[src/rtl/sram_controller.sv]
// sram_controller: MEM-stage responder that splits each 32-bit access into
// two timed 16-bit accesses on an external asynchronous SRAM.
module sram_controller #(
    parameter int BASE_ADDR   = 1024,
    parameter int WAIT_CYCLES = 2,
    parameter int SRAM_AW     = 18
) (
    input  logic               clk,
    input  logic               rst,
    input  logic               MEM_R_EN,
    input  logic               MEM_W_EN,
    input  logic [31:0]        ALU_result,
    input  logic [31:0]        ST_val,
    output logic [31:0]        MEM_read_value,
    output logic               ready,
    output logic [SRAM_AW-1:0] SRAM_ADDR,
    output logic [15:0]        SRAM_DQ_out,
    input  logic [15:0]        SRAM_DQ_in,
    output logic               SRAM_DQ_oe,
    output logic               SRAM_WE_N,
    output logic               SRAM_OE_N
);
    typedef enum logic [1:0] {IDLE, LOW, HIGH, DONE} state_t;

    localparam logic [3:0] LAST = 4'(WAIT_CYCLES - 1);

    state_t             state, state_nxt;
    logic [3:0]         cnt, cnt_nxt;
    logic               op_wr;
    logic [SRAM_AW-2:0] word_q;
    logic [31:0]        st_q;
    logic [31:0]        phys;
    logic               req, busy, last;
    logic               unused_phys;

    assign phys        = ALU_result - 32'(BASE_ADDR);
    assign unused_phys = ^{phys[31:SRAM_AW+1], phys[1:0]};
    assign req         = MEM_W_EN | MEM_R_EN;
    assign busy        = (state == LOW) || (state == HIGH);
    assign last        = (cnt == LAST);

    // State and per-half cycle counter
    always_ff @(posedge clk or negedge rst) begin
        if (!rst) begin
            state <= IDLE;
            cnt   <= '0;
        end else begin
            state <= state_nxt;
            cnt   <= cnt_nxt;
        end
    end

    // Next state, half-access timing and ready
    always_comb begin
        state_nxt = state;
        cnt_nxt   = cnt;
        ready     = 1'b0;
        case (state)
            IDLE: begin
                ready   = !req;
                cnt_nxt = '0;
                if (req) state_nxt = LOW;
            end
            LOW: begin
                if (last) begin
                    state_nxt = HIGH;
                    cnt_nxt   = '0;
                end else begin
                    cnt_nxt = cnt + 4'd1;
                end
            end
            HIGH: begin
                if (last) begin
                    state_nxt = DONE;
                    cnt_nxt   = '0;
                end else begin
                    cnt_nxt = cnt + 4'd1;
                end
            end
            default: begin
                ready     = 1'b1;
                state_nxt = IDLE;
            end
        endcase
    end

    // Latch the request so the SRAM pins never see the live pipeline inputs
    always_ff @(posedge clk or negedge rst) begin
        if (!rst) begin
            op_wr  <= 1'b0;
            word_q <= '0;
            st_q   <= '0;
        end else if (state == IDLE && req) begin
            op_wr  <= MEM_W_EN;
            word_q <= phys[SRAM_AW:2];
            st_q   <= ST_val;
        end
    end

    // Capture each read half on the last cycle it is held on the pins
    always_ff @(posedge clk or negedge rst) begin
        if (!rst) begin
            MEM_read_value <= '0;
        end else if (busy && !op_wr && last) begin
            if (state == LOW) MEM_read_value[15:0]  <= SRAM_DQ_in;
            else              MEM_read_value[31:16] <= SRAM_DQ_in;
        end
    end

    // Pin decode from state and latched registers; WE_N has a one-cycle
    // setup high at the start of each half unless a half is one cycle long
    always_comb begin
        SRAM_ADDR   = {word_q, state == HIGH};
        SRAM_DQ_out = (state == HIGH) ? st_q[31:16] : st_q[15:0];
        SRAM_DQ_oe  = busy && op_wr;
        SRAM_WE_N   = !(busy && op_wr && ((WAIT_CYCLES == 1) || (cnt != 4'd0)));
        SRAM_OE_N   = !(busy && !op_wr);
    end
endmodule

[config.mk]
export PLATFORM = sky130hd
export DESIGN_NAME = sram_controller
export DESIGN_NICKNAME = d
export VERILOG_FILES = /design/src/rtl/sram_controller.sv
export SDC_FILE = /design/constraint.sdc
export NUM_CORES = 1
export LEC_CHECK = 0
export CAP_MARGIN = 20
export CORE_UTILIZATION = 47
export CTS_BUF_LIST = sky130_fd_sc_hd__clkbuf_16
export DETAILED_ROUTE_END_ITERATION = 8
export PLACE_DENSITY = 0.92
export SLEW_MARGIN = 20
export SYNTH_ARGS = -nofsm -noshare
export SYNTH_HDL_FRONTEND = slang
export SYNTH_SLANG_ARGS = --single-unit
[constraint.sdc]
create_clock -name clk -period 3.3 [get_ports clk]
set_clock_uncertainty 0.1 [all_clocks]
set_input_delay 0.33 -clock clk [delete_from_list [all_inputs] [get_ports clk]]
set_output_delay 0.33 -clock clk [all_outputs]
set_load 0.05 [all_outputs]
; ---- Yosys cells after proc, flatten, opt, wreduce, memory -nomap -nowiden
; Index checks and enable logic that the tools add are counted.
[totals]
input_bits = 84
elab_cells = 42
regBits = 88
[op_classes]
n_reduce_logical = 17
n_eq_ne = 6
mux = 8
bitwise = 2
add_sub_neg = 2
[op_table]
columns = cell, n
row1 = subtractor 19 x 11 -> 19 bit (second input constant), 1
row2 = two-way mux 16 bit, 1
row3 = one-hot mux 4 bit (2 select lines), 1
row4 = two-way mux 2 bit, 3
row5 = one-hot mux 2 bit (3 select lines), 1
row6 = logical AND 1 bit, 5
row7 = adder 4 x 1 -> 4 bit (second input constant), 1
row8 = equality test 4 x 1 -> 1 bit (second input constant), 1
row9 = zero test 1 bit, 4
row10 = two-way mux 4 bit, 1
row11 = inequality test 2 bit (second input constant), 2
row12 = AND reduction 2 bit, 2
row13 = nonzero test 4 bit, 1
row14 = AND reduction 3 bit, 1
row15 = equality test 2 x 1 -> 1 bit (second input constant), 1
row16 = equality test 2 bit (second input constant), 1
row17 = zero test 2 bit, 1
row18 = inequality test 2 x 1 -> 1 bit (second input constant), 1
row19 = one-hot mux 1 bit (2 select lines), 1
row20 = nonzero test 2 bit, 1
row21 = OR reduction 2 bit, 1
row22 = logical OR 1 bit, 1
row23 = NOT 1 bit, 1
row24 = OR 1 bit, 1

; ---- Logic depth before layout (Yosys ltp)
; Gate-level depths: netlist of run 1.
[depth]
depth_word = 5
mapped_depth = 7
ltp_nobuf = 5

; ---- Worst setup path after synthesis of run 1
; Ideal clock, no wire load.
[synth_timing]
path_type = register to output
startpoint = register state[0]
endpoint = output SRAM_DQ_out[10]
path_buffers = 2
arrival_ns = 2.141
path_stages_with_launch = 6
slack_ns = 0.729
required_time_ns = 2.870
path_cell_list = dfrtp_1 -> inv_1 -> ha_1 -> clkbuf_1 -> clkbuf_1 -> mux2_2
[synth_between]
elab_chain_cells = 2
[synth_lines]
columns = item, line_no
row1 = from (decl), 27  ; state_t state, state_nxt;
row2 = from (signal assigned), 48  ; state <= state_nxt;
row3 = equality test 2 bit, n/a
row4 = named net SRAM_ADDR[0], 16  ; output logic [SRAM_AW-1:0] SRAM_ADDR,
row5 = two-way mux 16 bit, 114  ; SRAM_DQ_out = (state == HIGH) ? st_q[31:16] : st_q[15:0];
row6 = to (decl), 17  ; output logic [15:0] SRAM_DQ_out,
; The timed path passes the listed nets, and every way through them passes these cells.

; ---- Final worst setup path of run 1
[layout_timing]
startpoint = register state[0]
endpoint = output SRAM_DQ_out[8]
[layout_between]
elab_chain_cells = 2
[layout_lines]
columns = item, line_no
row1 = equality test 2 bit, 114
row2 = two-way mux 16 bit, 114
; Every way passes these cells.

==> key figures, run 1 <==
Synth
  – Synth Instances: 352
  – Synth Net Count: 441
  – Async S/R FF share, synth: 100%
  – Post-synthesis average cell area: 10.9 sq um
  – Distinct cells, synth: 34
  – EDFF count, synth: 0
  – Synthesized area: 3840 sq um
  – Post-synthesis register bit count: 88
  – Yosys warnings: 0
  – Post-synth top flop: dfrtp_1
  – Seq/Total Area, Yosys: 57.3%

Worst setup path
  – Worst setup SP type: flop
  – Critical path type: reg2out
  – Worst Setup End Kind: output pin
  – Crit path DAT: 2.46 ns
  – Crit-path max FO: 15
  – Req. time, crit path: 2.87 ns

Global routing
  – Grt total ovfl: 0
  – First-pass GRT wire length: 14,400 um
  – All-Layer GR Usage: 21.4%
  – Initial antenna violation count: 0
  – Vias in the first global route: 3,016
  – Largest net degree at the start of global routing: 89

Detailed routing
  – Drt initial violations: 71
  – Antenna Violating Nets Remaining: 0
  – Routed wire length: 8730 um
  – Via/cell ratio: 4.98
  – Vias: 2,966
  – Drt pass-1 iters: 4
  – Routed wire length per instance: 14.7 um
  – DRC violations left: 0

STA
  – Max transition margin: 48.2%
  – RSZ-0062 raised after global routing: false
  – Worst slew pin tran: 0.777 ns
  – Setup TNS: 0 ns
  – Hold WS: -0.0636 ns
  – Fraction of the cycle the final worst path needs: 87.5%
  – Final setup fails: 0
  – Fin. max-slew vios: 0
  – Final min period: 2.89 ns
  – FMAX: 346 MHz
  – Final hold vios: 50
  – Worst Slack Setup Final: 0.412 ns

Clock network
  – CTS buffer count: 9
  – CTS tree: done
  – Bufs on Longest Clock Path: 2
  – Setup repair bufs after CTS: 0
  – Clk slew on worst S/H paths: 0.06 ns
  – # resized after CTS: 0
  – Hold_buf cts: 0
  – Worst skew pair latency: 0.32 ns
  – Root Driver: clkbuf_16
  – Clock sinks: 88
  – CTS H-tree lvls: 3

Layout
  – Antenna cells: 0
  – Multi-input logic area: 1550 sq um
  – Area Growth Syn to Fin: 45.8%
  – Filler cells: 573
  – Core Util, Final: 71.8%
  – Layout cells sized above 1: 14.8%
  – Nets: 577
  – Reg area: 2200 sq um

Placed design
  – I/O Buffers: 138
  – DP HPWL: 6210 um
  – Routability cong.: 0.764
  – DP Worst Slack: 0.743 ns

Die
  – Die width: 92.4 um
  – Initial Util: 49.2%
  – Row cnt: 32
  – I/O pin cnt: 154
  – Core Box Area: 7810 sq um
  – DIE AREA: 8540 sq um
  – Chip height: 92.4 um

Min path
  – Worst min-delay path class: in2async

Run status
  – Outcome: finished, violations left
  – Failing checks: hold timing

Flow run
  – Max-cap violations: 0
-- kinds of logic (layout without fill, tap and decap cells) --
family / count (synthesis) / after routing / synth area share [%]
DFF: 88 / 88 / 57.3
buffers and inverters: 22 / 163 / 2.80
xor gates and xnor gates: 2 / 2 / 0.456
muxes: 51 / 51 / 15.9
adders and majority gates: 5 / 5 / 1.63
and+or+nand+nor: 158 / 158 / 17.5
AOI/OAI and AO/OA: 26 / 26 / 4.43
-- critical path: stages, from the launching register on --
cell and delay (ns):
dfrtp_1 0.41, inv_1 0.10, ha_1 0.25, buf_4 0.28, mux2_2 0.37, clkdlybuf4s50_1 0.71
-- per-layer routing --
metal | vias to the layer above | GRT usage [%] | share of wire [%] | wire length (um)
met2 | 111 | 35.6 | 48 | 4150
met5 | - | 0 | 0 | 0
met4 | 0 | 5.99 | 0.87 | 76
met1 | 1407 | 27.4 | 43 | 3740
met3 | 9 | 6.16 | 8.6 | 754
li1 | 1439 | - | - | -
-- per-stage QoR --
step,area (sq um),instances
after global placement,5300,579
after global routing,5600,595
after floorplan,3840,352
final,5600,595
after detailed placement,5300,579
after CTS,5600,595
-- layout by cell type (no fill, tap or decap), types with 5 or more instances in the layout --
| cell | count |
|---|---|
| mux2_2 | 37 |
| mux2_4 | 10 |
| clkbuf_16 | 9 |
| nor2_1 | 10 |
| nand2_1 | 129 |
| dfrtp_1 | 88 |
| a31oi_1 | 5 |
| clkdlybuf4s50_1 | 137 |
| o31ai_1 | 5 |
| o21ai_0 | 8 |
| inv_1 | 5 |
| ha_1 | 5 |
-- Yosys cell counts (2+ instances only) --
library cell / instances / area, sq um
a22o_1: 2 / 17.5
a31oi_1: 5 / 31.3
clkbuf_1: 14 / 52.6
dfrtp_1: 88 / 2200
ha_1: 5 / 62.6
inv_1: 5 / 18.8
mux2_1: 4 / 45.0
mux2_2: 37 / 417
mux2_4: 10 / 150
nand2_1: 129 / 484
nand2b_1: 3 / 18.8
nor2_1: 10 / 37.5
nor2b_1: 2 / 12.5
o21ai_0: 8 / 40.0
o2bb2ai_1: 2 / 17.5
o31ai_1: 5 / 37.5
or3_1: 3 / 18.8
or4_1: 3 / 22.5
xnor2_1: 2 / 17.5
-- flip-flops by register name (all words and copies together) (netlist names) --
name / flops
MEM_read_value: 32
cnt: 4
op_wr: 1
st_q: 32
state: 2
word_q: 17
-- area by class of cell --
| cell class | count | area share (%) |
|---|---|---|
| Inverter | 5 | 0.335 |
| Clock inverter | 7 | 1.27 |
| Sequential cell | 88 | 39.3 |
| Multi-Input combinational cell | 242 | 27.6 |
| Clock buffer | 9 | 4.02 |
| Timing Repair Buffer | 142 | 25.2 |
| Tap cell | 102 | 2.28 |
-- final timing paths --
| kind | startpoint | to | slack (ns) | cells past startpoint |
|---|---|---|---|---|
| worst max-delay path | state[0]$_DFFE_PN0P_ | SRAM_DQ_out[8] | 0.41 | 5 |
| worst min-delay path | rst | MEM_read_value[3]$_DFFE_PN0P_ | -0.06 | 1 |
| worst max register to register | state[0]$_DFFE_PN0P_ | MEM_read_value[4]$_DFFE_PN0P_ | 1.00 | 5 |
| worst min register to register | st_q[24]$_DFFE_PN0P_ | st_q[24]$_DFFE_PN0P_ | 0.37 | 2 |
| max in group asynchronous | rst | word_q[16]$_DFFE_PN0P_ | 2.60 | 1 |
| min in group clk | st_q[24]$_DFFE_PN0P_ | st_q[24]$_DFFE_PN0P_ | 0.37 | 2 |
Power of run 1 is left out: the tool's default activity adds up to more than one toggle a clock period on the data nets, which glitch-free logic cannot reach.
==> run 2, diff against run 1 <==
- CTS_CLUSTER_SIZE: default -> 25
- SLEW_MARGIN: 20 -> 5
==> run 2 against run 1 <==
Against the previous run:
- the flow now finishes without violations
- cell area up 0.60%
- sequential share of layout area down 0.24 points
- critical path depth unchanged
- routed wire length up 0.61%
- hold slack better by 0.43 ns
- die area unchanged
- global-route usage unchanged
- count of clock-buffer cells in the layout unchanged
- first-iteration DRC count up 15%
- core utilization up 0.43 points
==> key figures, run 2 (synthesis results as in run 1) <==
Power and ir drop
  – Switching power: 3.36 mW
  – PwrDens: 1250 nW/um^2
  – Combinational power share: 59.2%
  – Int Pwr: 3.71 mW
  – Clock power frac: 14.1%
  – Static Leak: 2.57 nW
  – Peak supply drop: 765 uV
  – Tot Pwr: 7.07 mW
  – Switching Share: 47.5%
  – Share of power burned in registers: 26.7%

Clock network
  – Clock sinks: 88 (unchanged)
  – Bufs on Longest Clock Path: 2 (unchanged)
  – Root Driver: clkbuf_16
  – Setup repair bufs after CTS: 0 (unchanged)
  – Clk slew on worst S/H paths: 0.06 ns (about the same)
  – Worst skew pair latency: 0.32 ns (about the same)
  – CTS buffer count: 9 (unchanged)
  – CTS tree: done
  – CTS H-tree lvls: 3 (unchanged)

Layout
  – Area Growth Syn to Fin: 46.7%
  – Largest regs: MEM_read_value x32, st_q x32, word_q x17
  – Final std cells w/o fill: 597 (+0.34%)
  – Reg area: 2200 sq um (unchanged)
  – Antenna cells: 0 (unchanged)
  – Filler cells: 570 (-0.52%)
  – Multi-input logic area: 1550 sq um (unchanged)
  – Most frequent cells in the layout: clkdlybuf4s50_1, nand2_1, dfrtp_1
  – Layout cells sized above 1: 14.9% (+0.14 points)
  – Commonest non-fill, non-tap cell in the layout: clkdlybuf4s50_1
  – Nets: 579 (+0.35%)

Detailed routing
  – Antenna Violating Nets Remaining: 0 (unchanged)
  – Routed wire length: 8780 um (+0.61%)
  – DRC violations left: 0 (unchanged)
  – Drt pass-1 iters: 4 (unchanged)
  – Drt initial violations: 82 (+15%)
  – Vias: 2,977 (+0.37%)
  – Routed wire length per instance: 14.7 um (+0.27%)
  – Via/cell ratio: 4.99 (about the same)

STA
  – Setup TNS: 0 ns (unchanged)
  – Max transition margin: 57.1% (+8.9 points)
  – Final setup fails: 0 (unchanged)
  – Final hold vios: 0 (-100%)
  – Worst slew pin tran: 0.643 ns (-0.133 ns)
  – Final min period: 2.89 ns (+0.00134 ns)
  – RSZ-0062 raised after global routing: false
  – Hold WS: 0.371 ns (+0.434 ns)
  – Fin. max-slew vios: 0 (unchanged)
  – FMAX: 346 MHz (about the same)
  – Fraction of the cycle the final worst path needs: 87.6% (about the same)

Placed design
  – I/O Buffers: 138 (unchanged)
  – DP HPWL: 6210 um (unchanged)
  – Cells after DPL: 579 (unchanged)
  – Routability cong.: 0.764 (unchanged)

Worst setup path
  – Worst Setup End Kind: output pin
  – Crit path DAT: 2.46 ns (about the same)
  – Crit-path max FO: 15 (unchanged)
  – Worst setup SP type: flop
  – Critical path type: reg2out
  – Req. time, crit path: 2.87 ns (about the same)

Global routing
  – All-Layer GR Usage: 21.4% (unchanged)
  – Largest net degree at the start of global routing: 89 (unchanged)
  – Initial antenna violation count: 0 (unchanged)
  – Vias in the first global route: 3,016 (unchanged)
  – Grt total ovfl: 0 (unchanged)
  – First-pass GRT wire length: 14,400 um (unchanged)

Die
  – Die width: 92.4 um (unchanged)
  – Initial Util: 49.2% (unchanged)
  – Row cnt: 32 (unchanged)
  – Core Box Area: 7810 sq um (unchanged)
  – I/O pin cnt: 154 (unchanged)
  – Chip height: 92.4 um (unchanged)
  – DIE AREA: 8540 sq um (unchanged)

Run status
  – Outcome: completed

Min path
  – Worst min-delay path class: reg2reg

Flow run
  – Max-cap violations: 0 (unchanged)
==> run 2: final timing paths <==
| check | startpoint | endpoint | slack [ns] | cells after the start |
|---|---|---|---|---|
| min in group asynchronous | rst | MEM_read_value[3]$_DFFE_PN0P_ | 0.38 | 2 |
| worst min-delay path | st_q[24]$_DFFE_PN0P_ | st_q[24]$_DFFE_PN0P_ | 0.37 | 2 |
| worst min register to register | st_q[24]$_DFFE_PN0P_ | st_q[24]$_DFFE_PN0P_ | 0.37 | 2 |
| max in group asynchronous | rst | st_q[21]$_DFFE_PN0P_ | 2.11 | 3 |
| worst max register to register | state[0]$_DFFE_PN0P_ | MEM_read_value[4]$_DFFE_PN0P_ | 1.00 | 5 |
| worst max-delay path | state[0]$_DFFE_PN0P_ | SRAM_DQ_out[7] | 0.41 | 5 |
==> run 2: worst max-delay path: stages (launching register included) <==
cell	delay, ns
dfrtp_1	0.41
inv_1	0.10
ha_1	0.25
buf_4	0.28
mux2_2	0.37
clkdlybuf4s50_1	0.72
==> run 2: what timing repair did <==
action	CTS	global route
resized for setup	0	0
endpoints found under the setup margin	0	0
hold buffers	0	1
endpoints found under the hold margin	0	27
==> run 2: layout make-up <==
cell class	instances	share of cell area [%]
sequential	88	39.1
tap	102	2.26
multi-input combinational	242	27.4
timing repair buffer	144	25.7
inverter	5	0.333
clock buffer	9	3.99
clock inverter	7	1.26
==> run 2: power by group through the flow <==
stage / Sequential (mW) / Clock (mW) / Combinational, mW
detailed placement: 1.90 / 0 / 4.20
global placement: 1.86 / 0 / 4.12
finish: 1.89 / 0.995 / 4.18
CTS: 1.89 / 1.01 / 4.22
floorplan: 2.91 / 0 / 1.82
global route: 1.95 / 1.07 / 4.42
==> run 2: per-layer routing <==
metal / up-vias / global-route usage (%) / wire length [um]
met5: - / 0 / 0
li1: 1445 / - / -
met2: 109 / 35.6 / 4160
met1: 1414 / 27.4 / 3800
met4: 0 / 5.99 / 76
met3: 9 / 6.16 / 744
==> run 2: metrics by stage <==
stage	setup slack (ns)	instance area [sq um]	utilization [%]
floorplan	0.729	3840	-
global placement	0.798	5300	67.9
detailed placement	0.743	5300	67.9
CTS	0.385	5600	71.7
global route	0.289	5640	72.2
finish	0.411	5640	72.2
(Power assumes the default switching activity.)
